**src/rtl/wb_trace_fifo_pkg.sv**
```systemverilog
// Shared definitions for the write-back trace FIFO: bus widths, default sizing
// and the trace entry layout used by the RTL, the bench and any future dumper.
package wb_trace_fifo_pkg;

  localparam int unsigned REG_ADDR_W  = 5;
  localparam int unsigned DATA_W      = 32;
  localparam int unsigned TRACE_DEPTH = 16;
  localparam int unsigned TRACE_SEQ_W = 16;
  localparam int unsigned TRACE_OVF_W = 8;

  // One captured register write at the default sequence-tag width
  typedef struct packed {
    logic [TRACE_SEQ_W-1:0] seq;
    logic [REG_ADDR_W-1:0]  addr;
    logic [DATA_W-1:0]      data;
  } trace_entry_t;

endpackage

```
**src/rtl/wb_trace_fifo_if.sv**
```systemverilog
// Trace FIFO bus: write-back capture side plus the valid/ready drain port.
//  master: drives wb_*_TRACE, capture_en, out_ready; observes out_*, count, overflow_cnt
//  slave : the FIFO itself (opposite directions)
interface wb_trace_fifo_if
  import wb_trace_fifo_pkg::*;
#(
  parameter int unsigned DEPTH = TRACE_DEPTH,
  parameter int unsigned SEQ_W = TRACE_SEQ_W,
  parameter int unsigned OVF_W = TRACE_OVF_W
) ();

  localparam int unsigned CNT_W = $clog2(DEPTH) + 1;

  logic                  wb_en_TRACE;
  logic [REG_ADDR_W-1:0] wb_addr_TRACE;
  logic [DATA_W-1:0]     wb_data_TRACE;
  logic                  capture_en;
  logic                  out_valid;
  logic                  out_ready;
  logic [SEQ_W-1:0]      out_seq;
  logic [REG_ADDR_W-1:0] out_addr;
  logic [DATA_W-1:0]     out_data;
  logic [CNT_W-1:0]      count;
  logic [OVF_W-1:0]      overflow_cnt;

  modport master (
    output wb_en_TRACE, wb_addr_TRACE, wb_data_TRACE, capture_en, out_ready,
    input  out_valid, out_seq, out_addr, out_data, count, overflow_cnt
  );

  modport slave (
    input  wb_en_TRACE, wb_addr_TRACE, wb_data_TRACE, capture_en, out_ready,
    output out_valid, out_seq, out_addr, out_data, count, overflow_cnt
  );

endinterface

```
**src/rtl/wb_trace_fifo_sync_fifo_mem.sv**
```systemverilog
// DEPTH x W register array: one synchronous write port, one asynchronous read port.
//  clk, we/waddr/wdata (write), raddr/rdata (combinational read). No reset: contents
//  are don't-care until written.
module sync_fifo_mem #(
  parameter int unsigned DEPTH = 16,
  parameter int unsigned W     = 53
) (
  input  logic                     clk,
  input  logic                     we,
  input  logic [$clog2(DEPTH)-1:0] waddr,
  input  logic [W-1:0]             wdata,
  input  logic [$clog2(DEPTH)-1:0] raddr,
  output logic [W-1:0]             rdata
);

  logic [W-1:0] mem_q [DEPTH];

  always_ff @(posedge clk) begin
    if (we) mem_q[waddr] <= wdata;
  end

  assign rdata = mem_q[raddr];

endmodule

```
**src/rtl/wb_trace_fifo.sv**
```systemverilog
// Write-back trace FIFO: captures committed register writes (excluding $zero),
// tags each with a sequence number, and drains them show-ahead over valid/ready.
// Drops on full are counted in a saturating overflow counter; the sequence tag
// still advances so gaps in out_seq expose lost writes.
//  clk_TRACE, rst_n_TRACE (async active-low), bus (wb_trace_fifo_if.slave)
module wb_trace_fifo
  import wb_trace_fifo_pkg::*;
#(
  parameter int unsigned DEPTH = TRACE_DEPTH,
  parameter int unsigned SEQ_W = TRACE_SEQ_W,
  parameter int unsigned OVF_W = TRACE_OVF_W
) (
  input  logic           clk_TRACE,
  input  logic           rst_n_TRACE,
  wb_trace_fifo_if.slave bus
);

  localparam int unsigned PTR_W = $clog2(DEPTH);
  localparam int unsigned CNT_W = PTR_W + 1;

  typedef struct packed {
    logic [SEQ_W-1:0]      seq;
    logic [REG_ADDR_W-1:0] addr;
    logic [DATA_W-1:0]     data;
  } entry_t;

  localparam int unsigned ENTRY_W = $bits(entry_t);

  logic [PTR_W-1:0] wr_ptr_q, wr_ptr_d;
  logic [PTR_W-1:0] rd_ptr_q, rd_ptr_d;
  logic [CNT_W-1:0] count_q, count_d;
  logic [SEQ_W-1:0] seq_q, seq_d;
  logic [OVF_W-1:0] ovf_q, ovf_d;
  logic             out_valid_q, out_valid_d;
  entry_t           out_q, out_d;

  logic   push, pop, full, store, drop;
  entry_t new_entry;
  logic [ENTRY_W-1:0] rd_data;

  // Next-state logic for pointers, occupancy, tagging and the registered head
  always_comb begin
    wr_ptr_d    = wr_ptr_q;
    rd_ptr_d    = rd_ptr_q;
    count_d     = count_q;
    seq_d       = seq_q;
    ovf_d       = ovf_q;
    out_d       = out_q;

    push  = bus.wb_en_TRACE & bus.capture_en & (bus.wb_addr_TRACE != '0);
    pop   = out_valid_q & bus.out_ready;
    full  = (count_q == CNT_W'(DEPTH));
    store = push & (~full | pop);
    drop  = push & full & ~pop;

    new_entry.seq  = seq_q;
    new_entry.addr = bus.wb_addr_TRACE;
    new_entry.data = bus.wb_data_TRACE;

    if (store) wr_ptr_d = wr_ptr_q + PTR_W'(1);
    if (pop)   rd_ptr_d = rd_ptr_q + PTR_W'(1);

    case ({store, pop})
      2'b10:   count_d = count_q + CNT_W'(1);
      2'b01:   count_d = count_q - CNT_W'(1);
      default: count_d = count_q;
    endcase

    if (push) seq_d = seq_q + SEQ_W'(1);
    if (drop && (ovf_q != '1)) ovf_d = ovf_q + OVF_W'(1);

    out_valid_d = (count_d != '0);

    // Next head is the incoming entry when nothing older remains after this
    // cycle's pop; otherwise it is the stored entry at the advanced read pointer.
    if (store && (count_q == CNT_W'(pop))) begin
      out_d = new_entry;
    end else if (pop && (count_d != '0)) begin
      out_d = entry_t'(rd_data);
    end
  end

  // State registers; entries vanish and out_valid drops as soon as reset asserts
  always_ff @(posedge clk_TRACE or negedge rst_n_TRACE) begin
    if (!rst_n_TRACE) begin
      wr_ptr_q    <= '0;
      rd_ptr_q    <= '0;
      count_q     <= '0;
      seq_q       <= '0;
      ovf_q       <= '0;
      out_valid_q <= 1'b0;
      out_q       <= '0;
    end else begin
      wr_ptr_q    <= wr_ptr_d;
      rd_ptr_q    <= rd_ptr_d;
      count_q     <= count_d;
      seq_q       <= seq_d;
      ovf_q       <= ovf_d;
      out_valid_q <= out_valid_d;
      out_q       <= out_d;
    end
  end

  sync_fifo_mem #(
    .DEPTH (DEPTH),
    .W     (ENTRY_W)
  ) u_mem (
    .clk   (clk_TRACE),
    .we    (store),
    .waddr (wr_ptr_q),
    .wdata (ENTRY_W'(new_entry)),
    .raddr (rd_ptr_d),
    .rdata (rd_data)
  );

  assign bus.out_valid    = out_valid_q;
  assign bus.out_seq      = out_q.seq;
  assign bus.out_addr     = out_q.addr;
  assign bus.out_data     = out_q.data;
  assign bus.count        = count_q;
  assign bus.overflow_cnt = ovf_q;

endmodule

```
**src/flat_wrapper.sv**
```systemverilog
// flat-port wrapper written by rule: the top's interface ports become plain ports
module wb_trace_fifo_flat import wb_trace_fifo_pkg::*;
#(
  parameter int unsigned DEPTH = TRACE_DEPTH,
  parameter int unsigned SEQ_W = TRACE_SEQ_W,
  parameter int unsigned OVF_W = TRACE_OVF_W
)
  (clk_TRACE, rst_n_TRACE, bus_wb_en_TRACE, bus_wb_addr_TRACE, bus_wb_data_TRACE, bus_capture_en, bus_out_ready, bus_out_valid, bus_out_seq, bus_out_addr, bus_out_data, bus_count, bus_overflow_cnt);
  wb_trace_fifo_if #(.DEPTH(DEPTH), .SEQ_W(SEQ_W), .OVF_W(OVF_W)) bus_i ();
  input  logic clk_TRACE;
  input  logic rst_n_TRACE;
  input wire logic [$bits(bus_i.wb_en_TRACE)-1:0] bus_wb_en_TRACE;
  input wire logic [$bits(bus_i.wb_addr_TRACE)-1:0] bus_wb_addr_TRACE;
  input wire logic [$bits(bus_i.wb_data_TRACE)-1:0] bus_wb_data_TRACE;
  input wire logic [$bits(bus_i.capture_en)-1:0] bus_capture_en;
  input wire logic [$bits(bus_i.out_ready)-1:0] bus_out_ready;
  output wire logic [$bits(bus_i.out_valid)-1:0] bus_out_valid;
  output wire logic [$bits(bus_i.out_seq)-1:0] bus_out_seq;
  output wire logic [$bits(bus_i.out_addr)-1:0] bus_out_addr;
  output wire logic [$bits(bus_i.out_data)-1:0] bus_out_data;
  output wire logic [$bits(bus_i.count)-1:0] bus_count;
  output wire logic [$bits(bus_i.overflow_cnt)-1:0] bus_overflow_cnt;
  assign bus_i.wb_en_TRACE = bus_wb_en_TRACE;
  assign bus_i.wb_addr_TRACE = bus_wb_addr_TRACE;
  assign bus_i.wb_data_TRACE = bus_wb_data_TRACE;
  assign bus_i.capture_en = bus_capture_en;
  assign bus_i.out_ready = bus_out_ready;
  assign bus_out_valid = bus_i.out_valid;
  assign bus_out_seq = bus_i.out_seq;
  assign bus_out_addr = bus_i.out_addr;
  assign bus_out_data = bus_i.out_data;
  assign bus_count = bus_i.count;
  assign bus_overflow_cnt = bus_i.overflow_cnt;
  wb_trace_fifo #(.DEPTH(DEPTH), .SEQ_W(SEQ_W), .OVF_W(OVF_W)) u_core (.clk_TRACE(clk_TRACE), .rst_n_TRACE(rst_n_TRACE), .bus(bus_i));
endmodule
```
**config.mk**
```make
export PLATFORM = sky130hd
export DESIGN_NAME = wb_trace_fifo_flat
export DESIGN_NICKNAME = d
export VERILOG_FILES = /design/src/rtl/wb_trace_fifo_pkg.sv /design/src/rtl/wb_trace_fifo_if.sv /design/src/rtl/wb_trace_fifo_sync_fifo_mem.sv /design/src/rtl/wb_trace_fifo.sv /design/src/flat_wrapper.sv
export SDC_FILE = /design/constraint.sdc
export NUM_CORES = 1
export LEC_CHECK = 0
export CORE_ASPECT_RATIO = 1.75
export CORE_MARGIN = 2
export CORE_UTILIZATION = 55
export CTS_BUF_LIST = sky130_fd_sc_hd__clkbuf_8 sky130_fd_sc_hd__clkbuf_16
export CTS_CLUSTER_SIZE = 14
export DETAILED_ROUTE_END_ITERATION = 10
export PLACE_DENSITY = 0.75
export SLEW_MARGIN = 30
export SYNTH_ARGS = -nofsm -noshare
export SYNTH_HDL_FRONTEND = slang
export SYNTH_HIERARCHICAL = 1
export SYNTH_SLANG_ARGS = --single-unit
```
**constraint.sdc**
```tcl
create_clock -name clk_TRACE -period 5.7 [get_ports clk_TRACE]
set_input_delay 1.14 -clock clk_TRACE [delete_from_list [all_inputs] [get_ports clk_TRACE]]
set_output_delay 1.14 -clock clk_TRACE [all_outputs]
set_load 0.01 [all_outputs]
```
## Word level (Yosys, flattened, before mapping)

Memories as Yosys holds them, arrays and structs flattened.
Index checks and enable logic that the tools add are counted.
Widths: inputs -> output; s select.

- RAM bits: 848
- Memories kept: 1
- Logic and storage cells: 42
- Register bits after elaboration: 91

Memory list:

| name | words | width | rd ports | clocked after Yosys merged registers in | wr ports | RTL line | RTL |
|---|---|---|---|---|---|---|---|
| u_core.u_mem.mem_q | 16 | 53 | 1 | 0 | 1 | wb_trace_fifo_sync_fifo_mem.sv:16 | `logic [W-1:0] mem_q [DEPTH];` |

- Bitwise logic cells: 9
- Reduce and logical (&&, ||, !) cells: 6
- Eq/ne operators: 5
- Mux-type cells: 6
- Add/subtract/negate cells: 6

Operators by type and width:

| operator | number |
|---|---|
| $mux 53 | 2 |
| $add 16x1->16 const B | 1 |
| $pmux 5 s2 | 1 |
| $reduce_bool 5->1 | 2 |
| $add 4x1->4 const B | 2 |
| $add 8x1->8 const B | 1 |
| $ne 8x8->1 const B | 1 |
| $and 1x1->1 | 6 |
| $add 5x1->5 const B | 1 |
| $eq 5x1->1 | 1 |
| $eq 5x5->1 const B | 1 |
| $sub 5x1->5 const B | 1 |
| $mux 4 | 1 |
| $logic_and 1x1->1 | 3 |
| $eq 2x1->1 const B | 1 |
| $eq 2x2->1 const B | 1 |
| $mux 1 | 2 |
| $not 1->1 | 2 |
| $reduce_bool 2->1 | 1 |
| $or 1x1->1 | 1 |

## Logic depth before layout (Yosys ltp)

- Depth in word-level cells: 10
- Mapped depth: 14

## Cells and area by module

Netlist, hierarchy kept.

By module, submodules not included:

| module | sequential area each (um^2) | instances | cells an instance | area an instance (um^2) |
|---|---|---|---|---|
| sync_fifo_mem | 25464.4 | 1 | 1317 | 31750.5 |
| wb_trace_fifo | 2277.2 | 1 | 386 | 4259.1 |

## Worst setup path after synthesis

No wires, ideal clock.

- Path kind: input to register
- From: input bus_wb_addr_TRACE[0]
- To: memory u_core.u_mem.mem_q[0][0], enable pin
- Setup time: 0.529 ns
- Setup slack: -0.721 ns
- Arrival: 5.892 ns
- Stages on the path: 7
- Cells stage by stage: or3_1 -> o311a_1 -> buf_4 -> nand2_1 -> inv_1 -> or3b_2 -> nor3_1

- Longest elaborated chain between the ends: 5

RTL lines:

| what | RTL line | RTL |
|---|---|---|
| start, declared | flat_wrapper.sv:13 | `input wire logic [$bits(bus_i.wb_addr_TRACE)-1:0] bus_wb_addr_TRACE;` |
| $reduce_bool 5->1 | wb_trace_fifo.sv:50 | `push = bus.wb_en_TRACE & bus.capture_en & (bus.wb_addr_TRACE != '0);` |
| $and 1x1->1 | wb_trace_fifo.sv:50 |  |
| $and 1x1->1 | wb_trace_fifo.sv:53 | `store = push & (~full \| pop);` |
| named net u_core.store | wb_trace_fifo.sv:37 | `logic push, pop, full, store, drop;` |
| $mux 1 | wb_trace_fifo_sync_fifo_mem.sv:19 | `if (we) mem_q[waddr] <= wdata;` |
| $mux 1 (implied by the code) | wb_trace_fifo_sync_fifo_mem.sv:19 |  |
| end, declared | wb_trace_fifo_sync_fifo_mem.sv:16 |  |

The timed path passes the listed nets, and every way through them passes these cells.

## Final worst setup path

- From: input bus_wb_addr_TRACE[0]
- To: register u_core.out_q (netlist bit u_core/bus.out_data[4])

- Longest elaborated chain between the ends: 8
- Elaborated cells between the ends (all ways): 11
- Classes of those cells: eq/ne: 2; mux: 2; bitwise: 2; reduce/logical: 5

RTL lines:

| what | RTL line | RTL |
|---|---|---|
| $reduce_bool 5->1 (*) | wb_trace_fifo.sv:50 |  |
| $and 1x1->1 (*) | wb_trace_fifo.sv:50 |  |
| $and 1x1->1 (*) | wb_trace_fifo.sv:53 |  |
| $eq 2x1->1 or $eq 2x2->1 (tied branches) | wb_trace_fifo.sv:63 | `case ({store, pop})` |
| $pmux 5 s2 | wb_trace_fifo.sv:63 |  |
| $reduce_bool 5->1 | wb_trace_fifo.sv:78 | `end else if (pop && (count_d != '0)) begin` |
| $logic_and 1x1->1 | wb_trace_fifo.sv:78 |  |
| $reduce_bool 2->1 (no source line) | n/a |  |
| end signal, assigned | wb_trace_fifo.sv:100 | `out_q <= out_d;` |
| end, declared | wb_trace_fifo.sv:35 | `entry_t out_q, out_d;` |

Every way passes the cells marked *; elsewhere a longest branch is shown, timed or not.
A chain may end at the register's enable or synchronous reset.

==> impl_metrics.json <==
{
  "setup_viol": 0,
  "relSlewSlack_pct": 37.3,
  "cts_resized": 0,
  "wl_um": 80200,
  "core_um2": 65000,
  "rsz0062_at_grt": "false",
  "timing.rr.start": "u_core/bus.count[1]",
  "vias": 17800,
  "cts-root-buf": "clkbuf_16",
  "ff2ff_path_depth": 12,
  "p_leak_nw": 13.9,
  "row_count": 124,
  "cp.required_ps": 6150,
  "area_growth_pct": 13.9,
  "die_h_um": 342,
  "cp-end-kind": "flop",
  "post_cts_buffers": 0,
  "vdd_ir_drop_max_v": 0.000814,
  "wl_per_cell_um": 29.2,
  "grt_pass1_vias": 18700,
  "drc": 0,
  "slew_violations": 0,
  "r2r_slack_ps": 1460,
  "clock_sinks": 939,
  "initial_utilization_pct": 55.4,
  "grt_pass1_wl_um": 119000,
  "fmax_mhz": 211,
  "holdBufCountCts": 0,
  "worst_ep_arrival_time_ps": 5200,
  "hpwl_um": 40800,
  "clk_pin_slew_ps": 60,
  "synth-edff-count": 848,
  "fp.dieW_um": 197,
  "gr-usage-all-layers_pct": 24.3,
  "viasPerCell": 6.49,
  "drtAntennaViolNets": 0,
  "tightest_slew_ps": 940,
  "port_buffers": 108,
  "path_max_fanout": 19,
  "min_period_ps": 4750,
  "cts_buffers": 81,
  "cts.htree.levels": 3,
  "crit_start": "bus_wb_addr_TRACE[0]",
  "p_per_area_nw_per_um2": 513,
  "skew_ps": 22.9,
  "cts_tree": "done",
  "synth_cells": 1703,
  "fp.dieArea_um2": 67600,
  "crit_type": "primary input to flop",
  "grt.overflow.total": 0,
  "insertion_delay_ps": 620,
  "gp_congestion": 0.730,
  "fin_nets": 1908,
  "syn_area_per_cell_um2": 21.1,
  "dr.pass1.iters": 5,
  "placed_cells": 2593,
  "drtIter0Drc": 2031,
  "clockBufferDepth": 3,
  "worstSetupEndpoint": "u_core/bus.out_data[4]",
  "antenna_found_initial": 2,
  "yosys_warnings": 6,
  "pin_count": 109,
  "final.setup.tns_ps": 0,
  "async_flop_share_pct": 9.69,
  "maxCapViolCount": 0,
  "hold_depth": 1,
  "synth-main-ff-cell": "edfxtp_1",
  "ys_ff_latch": 939,
  "drive_gt1_share_pct": 21.0,
  "syn_area_um2": 36000,
  "worstSetupStartpointType": "primary input",
  "hold_path_class": "flop to flop",
  "fin_crit_sh_pct": 83.3,
  "synth_cell_types": 42,
  "finalHoldViolations": 0,
  "stdcell_count": 2744,
  "status": "finished, final reports clean",
  "synth_seq_area_share_pct": 77.0,
  "grt_max_degree": 82,
  "syn_nets": 1754,
  "reg2reg_to": "u_core/bus.out_data[4]"
}
worst min-delay path by stage:
stage,from,end
after detailed placement,u_core/bus.overflow_cnt[6],u_core/bus.overflow_cnt[6]
after CTS,u_core/bus.overflow_cnt[6],u_core/bus.overflow_cnt[6]
after floorplan,u_core/rd_ptr_q[3],u_core/rd_ptr_q[3]
final,u_core/bus.overflow_cnt[6],u_core/bus.overflow_cnt[6]
after global routing,u_core/bus.overflow_cnt[6],u_core/bus.overflow_cnt[6]
after global placement,u_core/bus.overflow_cnt[6],u_core/bus.overflow_cnt[6]
Yosys cell counts, types with 5 or more instances:
cell type / n / share of area (%)
buf_4: 8 / 0.17
a22oi_1: 106 / 2.2
a21oi_1: 56 / 0.78
clkbuf_1: 32 / 0.33
xnor2_1: 24 / 0.58
ha_1: 8 / 0.28
edfxtp_1: 848 / 71
nand2_1: 72 / 0.75
dfrtp_1: 91 / 6.3
nand4_1: 8 / 0.14
buf_6: 15 / 0.47
buf_1: 14 / 0.15
mux4_2: 212 / 13
mux2i_1: 53 / 1.5
nor3_1: 5 / 0.069
nor2_1: 74 / 0.77
xor2_1: 9 / 0.22
mux2_2: 5 / 0.16
buf_2: 21 / 0.29
nand3_1: 8 / 0.11
and3_1: 5 / 0.087
per-layer routing:
layer | vias to the layer above | track usage [%] | share of wire, %
met1 | 9513 | 31.9 | 37
met2 | 810 | 42.2 | 53
li1 | 7320 | - | -
met4 | 2 | 8.33 | 2.6
met5 | - | 0 | 0.017
met3 | 153 | 3.38 | 7.1
kinds of logic after synthesis:
kind of cell    synth area share (%)
compound gates                  3.13
xor+xnor                       0.865
fa+ha+maj                      0.334
buf+inv                         1.44
flops                           77.0
mux                             14.9
simple gates                    2.30
placed cells by master, fill, tap and decap left out, drive strengths merged, types with 5 or more instances in the layout:
cell type        n
a22oi          106
clkinv           7
nand3            8
ha               8
a21oi           56
and3             5
clkbuf          94
mux4           212
clkdlybuf4s50  107
nor3             5
nand4            8
inv             50
xnor2           24
nor2            75
xor2             9
buf             54
mux2             5
edfxtp         848
dfrtp           91
mux2i           53
nand2           72
stage by stage:
step	total power, W	instance area (um^2)	hold slack, ps	setup WS [ps]	utilization (%)
final	0.0210	41000	496	950	63.1
after global routing	0.0219	41000	540	733	63.1
after CTS	0.0212	41000	499	937	63.1
after detailed placement	0.0160	38500	483	304	59.2
after global placement	0.0158	38500	481	500	59.2
after floorplan	0.0137	36000	487	717	-
area by class of cell:
type,count,area (um^2)
Fill cell,4157,24000
Sequential cell,939,27700
Timing Repair Buffer,161,1750
Clock inverter,56,300
Antenna cell,1,2.50
Clock buffer,94,2240
Multi-Input combinational cell,671,7960
Tap cell,819,1020
Inverter,3,11.3
worst max-delay path, cell delays in order:
cell	delay (ps)
clkdlybuf4s50_1	540
or3_1	460
o311a_1	370
nand2_1	180
ha_1	360
ha_1	350
a21o_1	180
a21oi_1	250
xnor3_1	320
o21ai_4	390
buf_12	270
mux2i_1	260
a21oi_1	90
power breakdown:
group	switching [W]	internal, W	total [W]
Combinational	0.00378	0.00345	0.00723
Sequential	0.000431	0.00816	0.00859
Clock	0.00237	0.00286	0.00522
Total	0.00658	0.0145	0.0210
state kept, by name, indices dropped and copies added, names as in the netlist:
signal                   flops
u_core/u_mem/mem_q         848
u_core/rd_ptr_q              4
u_core/bus.count             5
u_core/wr_ptr_q              4
u_core/bus.out_data         32
u_core/bus.overflow_cnt      8
u_core/seq_q                16
u_core/bus.out_valid         1
u_core/bus.out_addr          5
u_core/bus.out_seq          16
(Power assumes the default switching activity.)
